--- config.mk ---
export PLATFORM = sky130hd
export DESIGN_NAME = muldiv_arbiter_flat
export DESIGN_NICKNAME = d
export VERILOG_FILES = /design/src/rtl/muldiv_arbiter_if.sv /design/src/rtl/muldiv_arbiter.sv /design/src/flat_wrapper.sv
export SDC_FILE = /design/constraint.sdc
export NUM_CORES = 1
export LEC_CHECK = 0
export ABC_AREA = 1
export BUFFER_PORTS_ARGS = -buffer_cell sky130_fd_sc_hd__buf_2
export CAP_MARGIN = 20
export CORE_MARGIN = 2
export CORE_UTILIZATION = 50
export DETAILED_ROUTE_END_ITERATION = 16
export GPL_TIMING_DRIVEN = 1
export PLACE_DENSITY = 0.74
export SYNTH_ARGS = -nofsm -noshare
export SYNTH_HDL_FRONTEND = slang
export SYNTH_SLANG_ARGS = --single-unit
--- constraint.sdc ---
create_clock -name clk -period 4.4 [get_ports clk]
set_input_delay 0.44 -clock clk [delete_from_list [all_inputs] [get_ports clk]]
set_output_delay 0.44 -clock clk [all_outputs]
set_load 0.1 [all_outputs]
--- src/rtl/muldiv_arbiter_if.sv ---
// Request/response and multiply/divide unit bus for muldiv_arbiter.
// The arbiter uses the slave view. It serves the requesters and drives the unit.
// The master view is the environment: requesters plus the unit itself.
interface muldiv_arbiter_if;
    logic [1:0]  req_valid;
    logic [1:0]  req_ready;
    logic [3:0]  req_op0;
    logic [3:0]  req_op1;
    logic [31:0] req_a0;
    logic [31:0] req_a1;
    logic [31:0] req_b0;
    logic [31:0] req_b1;
    logic [1:0]  rsp_valid;
    logic [1:0]  rsp_ready;
    logic [31:0] rsp_hi;
    logic [31:0] rsp_lo;
    logic [3:0]  md_op;
    logic [31:0] md_a;
    logic [31:0] md_b;
    logic [31:0] md_hi;
    logic [31:0] md_lo;
    logic        md_busy;

    modport slave (
        input  req_valid, req_op0, req_op1, req_a0, req_a1, req_b0, req_b1,
        input  rsp_ready, md_hi, md_lo, md_busy,
        output req_ready, rsp_valid, rsp_hi, rsp_lo, md_op, md_a, md_b
    );

    modport master (
        output req_valid, req_op0, req_op1, req_a0, req_a1, req_b0, req_b1,
        output rsp_ready, md_hi, md_lo, md_busy,
        input  req_ready, rsp_valid, rsp_hi, rsp_lo, md_op, md_a, md_b
    );
endinterface

--- src/rtl/muldiv_arbiter.sv ---
// Two-port round-robin arbiter/sequencer for the shared multiply/divide unit.
// Each port keeps its own HI/LO shadow. When a port's accumulate or partial
// write needs the unit's HI/LO and another port's context is loaded, the
// shadow is first restored into the unit via MTLO/MTHI.
// The unit-facing outputs and rsp_valid are registered from the next state.
// They therefore change exactly when the state register does.
module muldiv_arbiter (
    input  logic            clk,
    input  logic            rst,
    muldiv_arbiter_if.slave bus
);
    typedef enum logic [2:0] {
        ST_IDLE  = 3'd0,
        ST_R_LO  = 3'd1,
        ST_R_HI  = 3'd2,
        ST_ISSUE = 3'd3,
        ST_ACC   = 3'd4,
        ST_WDIV  = 3'd5,
        ST_DONE  = 3'd6,
        ST_RESP  = 3'd7
    } state_t;

    localparam logic [3:0] OP_NOP  = 4'b0000;
    localparam logic [3:0] OP_MTLO = 4'b0100;
    localparam logic [3:0] OP_MTHI = 4'b0110;

    // READ ops are answered from the shadow and never reach the unit.
    function automatic logic is_read(input logic [3:0] op);
        return (op[3:2] == 2'b00);
    endfunction

    // Ops that only partially overwrite HI/LO, or that read them, need the owner's context.
    function automatic logic needs_ctx(input logic [3:0] op);
        logic r;
        case (op[3:1])
            3'b010, 3'b011, 3'b110, 3'b111: r = 1'b1;
            default:                        r = 1'b0;
        endcase
        return r;
    endfunction

    function automatic logic is_acc(input logic [3:0] op);
        return (op[3:2] == 2'b11);
    endfunction

    function automatic logic is_div(input logic [3:0] op);
        return (op[3:1] == 3'b101);
    endfunction

    state_t      state_r, state_nx_s;
    logic        owner_r, ctx_r, last_grant_r;
    logic [3:0]  op_r;
    logic [31:0] a_r, b_r;
    logic [31:0] shadow_hi_r [2];
    logic [31:0] shadow_lo_r [2];
    logic [3:0]  md_op_r;
    logic [31:0] md_a_r, md_b_r;
    logic [1:0]  rsp_valid_r;
    logic [31:0] rsp_hi_r, rsp_lo_r;

    logic        accept_s, grant_s;
    logic [1:0]  req_ready_s;
    logic [3:0]  sel_op_s;
    logic [31:0] sel_a_s, sel_b_s;
    logic        owner_nx_s;
    logic [3:0]  op_nx_s;
    logic [31:0] a_nx_s, b_nx_s;
    logic [3:0]  md_op_nx_s;
    logic [31:0] md_a_nx_s, md_b_nx_s;
    logic [1:0]  rsp_valid_nx_s;

    // Round-robin grant; a request is only taken while idle.
    always_comb begin
        accept_s = 1'b0;
        grant_s  = 1'b0;
        if (state_r == ST_IDLE) begin
            if (bus.req_valid == 2'b11) begin
                accept_s = 1'b1;
                grant_s  = ~last_grant_r;
            end else if (bus.req_valid == 2'b01) begin
                accept_s = 1'b1;
                grant_s  = 1'b0;
            end else if (bus.req_valid == 2'b10) begin
                accept_s = 1'b1;
                grant_s  = 1'b1;
            end else begin
                accept_s = 1'b0;
                grant_s  = 1'b0;
            end
        end else begin
            accept_s = 1'b0;
            grant_s  = 1'b0;
        end
        if (accept_s) begin
            req_ready_s = grant_s ? 2'b10 : 2'b01;
        end else begin
            req_ready_s = 2'b00;
        end
    end

    // Granted port's request, and the owner/operand values for the next cycle.
    always_comb begin
        sel_op_s   = grant_s ? bus.req_op1 : bus.req_op0;
        sel_a_s    = grant_s ? bus.req_a1  : bus.req_a0;
        sel_b_s    = grant_s ? bus.req_b1  : bus.req_b0;
        owner_nx_s = accept_s ? grant_s  : owner_r;
        op_nx_s    = accept_s ? sel_op_s : op_r;
        a_nx_s     = accept_s ? sel_a_s  : a_r;
        b_nx_s     = accept_s ? sel_b_s  : b_r;
    end

    // Next-state logic of the sequencing FSM.
    always_comb begin
        state_nx_s = state_r;
        case (state_r)
            ST_IDLE: begin
                if (!accept_s) begin
                    state_nx_s = ST_IDLE;
                end else if (is_read(sel_op_s)) begin
                    state_nx_s = ST_RESP;
                end else if ((grant_s != ctx_r) && needs_ctx(sel_op_s)) begin
                    state_nx_s = ST_R_LO;
                end else begin
                    state_nx_s = ST_ISSUE;
                end
            end
            ST_R_LO:  state_nx_s = ST_R_HI;
            ST_R_HI:  state_nx_s = ST_ISSUE;
            ST_ISSUE: begin
                if (is_acc(op_r)) begin
                    state_nx_s = ST_ACC;
                end else if (is_div(op_r)) begin
                    state_nx_s = ST_WDIV;
                end else begin
                    state_nx_s = ST_DONE;
                end
            end
            ST_ACC:   state_nx_s = ST_DONE;
            ST_WDIV: begin
                // The unit writes HI/LO on the edge that ends the first non-busy cycle.
                if (bus.md_busy) begin
                    state_nx_s = ST_WDIV;
                end else begin
                    state_nx_s = ST_DONE;
                end
            end
            ST_DONE:  state_nx_s = ST_RESP;
            ST_RESP: begin
                if (bus.rsp_ready[owner_r]) begin
                    state_nx_s = ST_IDLE;
                end else begin
                    state_nx_s = ST_RESP;
                end
            end
            default:  state_nx_s = ST_IDLE;
        endcase
    end

    // Unit drive and response-valid values for the state being entered.
    always_comb begin
        md_op_nx_s = OP_NOP;
        md_a_nx_s  = md_a_r;
        md_b_nx_s  = md_b_r;
        case (state_nx_s)
            ST_R_LO: begin
                md_op_nx_s = OP_MTLO;
                md_a_nx_s  = shadow_lo_r[owner_nx_s];
            end
            ST_R_HI: begin
                md_op_nx_s = OP_MTHI;
                md_a_nx_s  = shadow_hi_r[owner_nx_s];
            end
            ST_ISSUE: begin
                md_op_nx_s = op_nx_s;
                md_a_nx_s  = a_nx_s;
                md_b_nx_s  = b_nx_s;
            end
            default: begin
                md_op_nx_s = OP_NOP;
            end
        endcase
        if (state_nx_s == ST_RESP) begin
            rsp_valid_nx_s = owner_nx_s ? 2'b10 : 2'b01;
        end else begin
            rsp_valid_nx_s = 2'b00;
        end
    end

    // FSM state, latched request, loaded context and round-robin pointer.
    always_ff @(posedge clk) begin
        if (rst) begin
            state_r      <= ST_IDLE;
            owner_r      <= 1'b0;
            op_r         <= 4'b0000;
            a_r          <= 32'd0;
            b_r          <= 32'd0;
            ctx_r        <= 1'b0;
            last_grant_r <= 1'b1;
        end else begin
            state_r <= state_nx_s;
            owner_r <= owner_nx_s;
            op_r    <= op_nx_s;
            a_r     <= a_nx_s;
            b_r     <= b_nx_s;
            if (accept_s) begin
                last_grant_r <= grant_s;
            end
            if (state_r == ST_ISSUE) begin
                ctx_r <= owner_r;
            end
        end
    end

    // Per-port HI/LO shadows and the response data register.
    always_ff @(posedge clk) begin
        if (rst) begin
            for (int i = 0; i < 2; i++) begin
                shadow_hi_r[i] <= 32'd0;
                shadow_lo_r[i] <= 32'd0;
            end
            rsp_hi_r <= 32'd0;
            rsp_lo_r <= 32'd0;
        end else if (state_r == ST_DONE) begin
            shadow_hi_r[owner_r] <= bus.md_hi;
            shadow_lo_r[owner_r] <= bus.md_lo;
            rsp_hi_r             <= bus.md_hi;
            rsp_lo_r             <= bus.md_lo;
        end else if (accept_s && is_read(sel_op_s)) begin
            rsp_hi_r <= shadow_hi_r[grant_s];
            rsp_lo_r <= shadow_lo_r[grant_s];
        end
    end

    // Registered unit drive and response valid.
    always_ff @(posedge clk) begin
        if (rst) begin
            md_op_r     <= OP_NOP;
            md_a_r      <= 32'd0;
            md_b_r      <= 32'd0;
            rsp_valid_r <= 2'b00;
        end else begin
            md_op_r     <= md_op_nx_s;
            md_a_r      <= md_a_nx_s;
            md_b_r      <= md_b_nx_s;
            rsp_valid_r <= rsp_valid_nx_s;
        end
    end

    assign bus.req_ready = req_ready_s;
    assign bus.rsp_valid = rsp_valid_r;
    assign bus.rsp_hi    = rsp_hi_r;
    assign bus.rsp_lo    = rsp_lo_r;
    assign bus.md_op     = md_op_r;
    assign bus.md_a      = md_a_r;
    assign bus.md_b      = md_b_r;
endmodule

--- src/flat_wrapper.sv ---
// flat-port wrapper written by rule: the top's interface ports become plain ports
module muldiv_arbiter_flat 
  (clk, rst, bus_req_valid, bus_req_op0, bus_req_op1, bus_req_a0, bus_req_a1, bus_req_b0, bus_req_b1, bus_rsp_ready, bus_md_hi, bus_md_lo, bus_md_busy, bus_req_ready, bus_rsp_valid, bus_rsp_hi, bus_rsp_lo, bus_md_op, bus_md_a, bus_md_b);
  muldiv_arbiter_if bus_i ();
  input  logic clk;
  input  logic rst;
  input wire logic [$bits(bus_i.req_valid)-1:0] bus_req_valid;
  input wire logic [$bits(bus_i.req_op0)-1:0] bus_req_op0;
  input wire logic [$bits(bus_i.req_op1)-1:0] bus_req_op1;
  input wire logic [$bits(bus_i.req_a0)-1:0] bus_req_a0;
  input wire logic [$bits(bus_i.req_a1)-1:0] bus_req_a1;
  input wire logic [$bits(bus_i.req_b0)-1:0] bus_req_b0;
  input wire logic [$bits(bus_i.req_b1)-1:0] bus_req_b1;
  input wire logic [$bits(bus_i.rsp_ready)-1:0] bus_rsp_ready;
  input wire logic [$bits(bus_i.md_hi)-1:0] bus_md_hi;
  input wire logic [$bits(bus_i.md_lo)-1:0] bus_md_lo;
  input wire logic [$bits(bus_i.md_busy)-1:0] bus_md_busy;
  output wire logic [$bits(bus_i.req_ready)-1:0] bus_req_ready;
  output wire logic [$bits(bus_i.rsp_valid)-1:0] bus_rsp_valid;
  output wire logic [$bits(bus_i.rsp_hi)-1:0] bus_rsp_hi;
  output wire logic [$bits(bus_i.rsp_lo)-1:0] bus_rsp_lo;
  output wire logic [$bits(bus_i.md_op)-1:0] bus_md_op;
  output wire logic [$bits(bus_i.md_a)-1:0] bus_md_a;
  output wire logic [$bits(bus_i.md_b)-1:0] bus_md_b;
  assign bus_i.req_valid = bus_req_valid;
  assign bus_i.req_op0 = bus_req_op0;
  assign bus_i.req_op1 = bus_req_op1;
  assign bus_i.req_a0 = bus_req_a0;
  assign bus_i.req_a1 = bus_req_a1;
  assign bus_i.req_b0 = bus_req_b0;
  assign bus_i.req_b1 = bus_req_b1;
  assign bus_i.rsp_ready = bus_rsp_ready;
  assign bus_i.md_hi = bus_md_hi;
  assign bus_i.md_lo = bus_md_lo;
  assign bus_i.md_busy = bus_md_busy;
  assign bus_req_ready = bus_i.req_ready;
  assign bus_rsp_valid = bus_i.rsp_valid;
  assign bus_rsp_hi = bus_i.rsp_hi;
  assign bus_rsp_lo = bus_i.rsp_lo;
  assign bus_md_op = bus_i.md_op;
  assign bus_md_a = bus_i.md_a;
  assign bus_md_b = bus_i.md_b;
  muldiv_arbiter u_core (.clk(clk), .rst(rst), .bus(bus_i));
endmodule
# == Word-level counts from Yosys, hierarchy flattened ==
# Memory sizes are Yosys's and may differ from the RTL's.
# Cells that the tools add are included.
# op_classes
order_cmp,1
n_eq_ne,21
n_mux,48
bitwise_logic,2
reduce_logical,10
# op_table
op,count
32-bit two-way mux,10
32-bit one-hot mux with 3 select lines,1
32-bit OR reduction,2
"3-bit == test, second input constant",8
3-bit one-hot mux with 8 select lines,1
1-bit two-way mux,23
"3-bit by 2-bit == test with 1-bit output, second input constant",6
2-bit two-way mux,6
3-bit two-way mux,4
4-bit one-hot mux with 3 select lines,1
4-bit two-way mux,2
"2-bit == test, second input constant",3
"3-bit by 1-bit == test with 1-bit output, second input constant",2
4-bit OR reduction,1
3-bit logical NOT,1
3-bit nonzero test,1
"2-bit by 1-bit == test with 1-bit output, second input constant",1
1-bit logical AND,2
2-bit logical NOT,1
"1-bit by 2-bit < comparator with 1-bit output, second input constant",1
1-bit NOT,2
2-bit nonzero test,1
2-bit OR reduction,1
1-bit inequality test,1
# word_totals
ff_bits,208
ramBits,128
input_bits,207
output_inout_bits,136
elab_cells,97
n_memories,2
# mem_list
memory,depth,width,rd,rd_clocked_by_memory_dff,write_ports,line_no,rtl
u_core.shadow_hi_r,2,32,2,0,2,muldiv_arbiter.sv:54,logic [31:0] shadow_hi_r [2];
u_core.shadow_lo_r,2,32,2,0,2,muldiv_arbiter.sv:55,logic [31:0] shadow_lo_r [2];

# == Depth between registers and ports, before layout ==
# depth
ltp_word,20
depth_mapped,17
mapped_depth_nobuf,15

# == Worst setup path after synthesis ==
# No wires, ideal clock.
# synth_timing
path_type,flip-flop to flip-flop
start,register u_core.state_r[1]
end,"memory u_core.shadow_hi_r[1][0], enable pin"
setup_ns,0.424
arrival_time_ns,2.709
required_ns,3.976
setup_slack_ns,1.267
stages_incl_launch_ff,7
n_path_buf,2
synth_period_minus_slack_ns,3.133
path_cell_list,dfxtp_1 -> nand2_1 -> nor2_2 -> nand3_1 -> clkbuf_1 -> buf_1 -> nand2_1
# synth_rtl
element,line_no,rtl
"start, declared",muldiv_arbiter.sv:50,"state_t state_r, state_nx_s;"
"start signal, assigned",muldiv_arbiter.sv:200,state_r <= state_nx_s;
"end, declared",muldiv_arbiter.sv:54,

# == Worst setup path after layout ==
# layout_timing
start,register u_core.state_r[0]
end,"register u_core.md_a_r[1], in the netlist u_core.bus.md_a[1]"
# layout_between
elab_chain_cells,16
word_cells_on_any_way,37
cone_classes,15 x eq/ne; 15 x mux; 5 x reduce/logical; 2 x memory
# layout_rtl
element,line_no,rtl
3-bit logical NOT,"muldiv_arbiter.sv:76, muldiv_arbiter.sv:115",
1-bit two-way mux,muldiv_arbiter.sv:76,if (state_r == ST_IDLE) begin
4-bit two-way mux,muldiv_arbiter.sv:103,sel_op_s = grant_s ? bus.req_op1 : bus.req_op0;
3-bit by 2-bit == test with 1-bit output / 3-bit == test (equally long branches),muldiv_arbiter.sv:35,case (op[3:1])
4-bit OR reduction,muldiv_arbiter.sv:35,
1-bit two-way mux,muldiv_arbiter.sv:35,
1-bit two-way mux,muldiv_arbiter.sv:119,end else if (is_read(sel_op_s)) begin
1-bit two-way mux,muldiv_arbiter.sv:117,if (!accept_s) begin
1-bit two-way mux,muldiv_arbiter.sv:115,case (state_r)
1-bit logical AND,muldiv_arbiter.sv:121,end else if ((grant_s != ctx_r) && needs_ctx(sel_op_s)) begin
2-bit two-way mux,muldiv_arbiter.sv:121,
3-bit two-way mux,muldiv_arbiter.sv:119,
3-bit two-way mux,muldiv_arbiter.sv:117,
3-bit one-hot mux with 8 select lines,muldiv_arbiter.sv:115,
3-bit by 2-bit == test with 1-bit output / 3-bit by 1-bit == test with 1-bit output (equally long branches),muldiv_arbiter.sv:164,case (state_nx_s)
32-bit one-hot mux with 3 select lines / 3-bit nonzero test (equally long branches),n/a,
"end signal, assigned",muldiv_arbiter.sv:243,md_a_r <= md_a_nx_s;
"end, declared",muldiv_arbiter.sv:57,"logic [31:0] md_a_r, md_b_r;"
# Several ways; a longest one is shown, not always the timed one. The select of a mux whose other input is x is not followed.
# A chain may end at the register's enable or synchronous reset.

==> flow_metrics.py <==
metrics = {
    "die": {
        "io_pins": 343,
        "fp.dieH_um": 184,
        "die-area_sq_um": 33900,
        "start_util_pct": 51.1,
        "core.rowCount": 65,
        "core-area_sq_um": 31700,
        "die_w_um": 184,
    },
    "setup_path": {
        "crit_required_ns": 4.80,
        "endpoint_kind": "register",
        "critPathMaxFanout": 50,
        "crit_type": "register to register",
        "arrival_ns": 3.45,
        "start_kind": "register",
    },
    "pwr": {
        "swShare_pct": 52.6,
        "combPwrFrac_pct": 55.4,
        "ir_drop_uv": 651,
        "p_switching_mw": 8.71,
        "power.internal_mw": 7.84,
        "p_seq_share_pct": 26.0,
        "p_leak_nw": 9.31,
        "p_clk_share_pct": 18.6,
        "power_density_nw_per_um2": 862,
    },
    "grt": {
        "grt_pass1_wl_um": 78800,
        "grt_pass1_vias": 14500,
        "antenna_found_initial": 0,
        "grt_max_degree": 102,
        "grt-ovfl-total": 0,
        "globalRouteTotalUtil_pct": 29.8,
    },
    "layout": {
        "final_nets": 2680,
        "drive_gt1_share_pct": 19.4,
        "final_common_cell": "nor2_1",
        "post-route-util_pct": 60.5,
        "area_growth_pct": 18.4,
        "final_cell_mix": "nor2_1, nand2_1, buf_2, inv_1, dfxtp_1",
        "n_antenna_cell": 0,
    },
    "clock_tree": {
        "cts_hold_buffers": 0,
        "root_buffer": "clkbuf_16",
        "post_cts_resized": 0,
        "numCtsBuffers": 37,
        "cts_tree": "built",
        "cts_setup_buffers": 0,
        "clk_latency_ns": 0.52,
        "clock-sinks": 336,
        "cts_max_level": 2,
        "clk_pin_slew_ns": 0.06,
        "clk_path_buf_depth": 3,
    },
    "place": {
        "io_buffers": 342,
        "dp_hpwl_um": 34800,
        "gp_routability_congestion": 0.891,
    },
    "synthesis": {
        "synth_cell_types": 33,
        "ys_ff_latch": 336,
        "yosysWarnings": 0,
        "synth_sequential_area_ratio_pct": 49.4,
        "syn_area_per_cell_sq_um": 7.31,
        "syn-instance-count": 2218,
        "syn_nets": 2425,
        "syn_area_sq_um": 16200,
        "async_flop_share_pct": 0,
        "synth_ff_type": "dfxtp_1",
        "synth_edf_count": 128,
    },
    "status": {
        "status": "finished clean",
    },
    "sta": {
        "setup_violations": 0,
        "tightestPinTransition_ns": 1.01,
        "max_slew_margin_pct": 32.4,
        "slew_viol_final": 0,
        "fin_crit_ns": 3.05,
        "fin_crit_sh_pct": 69.4,
        "finalClockSkew_ns": 0.0213,
        "tns_ns": 0,
        "hold_viol": 0,
        "fmax_ghz": 0.327,
        "rsz0062_at_grt": "no",
    },
    "route": {
        "routed_wl_um": 51800,
        "vias": 15600,
        "final_antenna_net_count": 0,
        "avgRoutedWirePerCell_um": 17.9,
        "via_per_inst": 5.39,
        "drt_first_pass_iters": 8,
        "drc": 0,
        "drt-initial-drc-count": 1618,
    },
    "min_path": {
        "hp-class": "primary input to register",
    },
    "run": {
        "cap_violations": 0,
    },
}
## cells by family (layout without fill, tap and decap cells)
| group | count (synthesis) | after routing | share of synthesized area [%] |
|---|---|---|---|
| compound gates | 368 | 368 | 12.5 |
| flops | 336 | 336 | 49.4 |
| buf+inv | 438 | 720 | 11.0 |
| simple gates | 1076 | 1076 | 27.2 |
## synth_stat cells (all sizes together), types with 2 or more instances
| master | instances | area, sq um |
|---|---|---|
| a21oi | 2 | 10.0 |
| a31oi | 4 | 25.0 |
| buf | 64 | 378 |
| clkbuf | 90 | 339 |
| dfxtp | 208 | 4160 |
| edfxtp | 128 | 3840 |
| inv | 283 | 1060 |
| nand2 | 364 | 1410 |
| nand3 | 108 | 596 |
| nor2 | 542 | 2090 |
| nor3 | 61 | 305 |
| o211ai | 4 | 30.0 |
| o21ai | 263 | 1320 |
| o22ai | 60 | 375 |
| o31ai | 32 | 240 |
## critical path: stages (launching register included)
cell     delay [ns]
dfxtp_1        0.41
inv_2          0.15
nand2_4        0.09
nor2_4         0.38
nand3_1        0.26
nor2_4         0.17
buf_4          0.43
nor2_1         0.12
nand2_2        0.29
buf_12         0.28
nand3_1        0.11
nand2_1        0.07
inv_1          0.06
nand2_1        0.06
inv_1          0.04
## per-stage QoR
stage | instance area, sq um | cells | setup slack, ns | hold slack (ns) | total power [mW]
floorplan | 16200 | 2218 | 1.27 | 0.429 | 11.6
global placement | 18000 | 2836 | 1.43 | 0.450 | 13.2
detailed placement | 18000 | 2836 | 1.33 | 0.451 | 13.4
CTS | 19200 | 2902 | 1.41 | 0.201 | 16.5
global route | 19200 | 2902 | 1.13 | 0.214 | 17.6
finish | 19200 | 2902 | 1.35 | 0.217 | 16.5
## area by class of cell
type | instances | area [sq um]
multi-input combinational | 1444 | 6470
clock inverter | 12 | 115
clock buffer | 54 | 1100
fill | 2908 | 12500
tap | 402 | 503
inverter | 284 | 1070
timing repair buffer | 370 | 1950
sequential | 336 | 8010
## path summary, 6_finish.rpt
check / startpoint / to / slack, ns / cells after the start
setup / recovery: u_core.state_r[0] / u_core.bus.md_a[1] / 1.35 / 14
hold / removal: bus_md_hi[26] / u_core.bus.rsp_hi[26] / 0.22 / 3
setup reg to reg: u_core.state_r[0] / u_core.bus.md_a[1] / 1.35 / 14
hold reg to reg: u_core.last_grant_r / u_core.last_grant_r / 0.47 / 2
## power by group through the flow
stage               Combinational (mW)  Sequential (mW)  Clock, mW
global route                      9.95             4.35       3.25
global placement                  8.92             4.33          0
detailed placement                9.07             4.34          0
CTS                               9.13             4.28       3.12
floorplan                         4.71             6.94          0
finish                            9.17             4.29       3.08
## per-layer routing
metal	share of wire (%)	GRT usage, %	up-vias
met5	0	0	-
met4	3.1	9.50	0
met3	8.8	4.74	88
met2	46	48.6	729
met1	42	40.6	7255
li1	-	-	7562
## flip-flops by register name, indices dropped and copies added, names as in the netlist, 2 cells and up
signal / flops
u_core.bus.md_op: 4
u_core.state_r: 3
u_core.bus.rsp_hi: 32
u_core.shadow_hi_r: 64
u_core.bus.md_a: 32
u_core.bus.rsp_lo: 32
u_core.op_r: 4
u_core.b_r: 32
u_core.bus.rsp_valid: 2
u_core.a_r: 32
u_core.shadow_lo_r: 64
u_core.bus.md_b: 32
No activity file was read; power rests on OpenSTA's default activity.
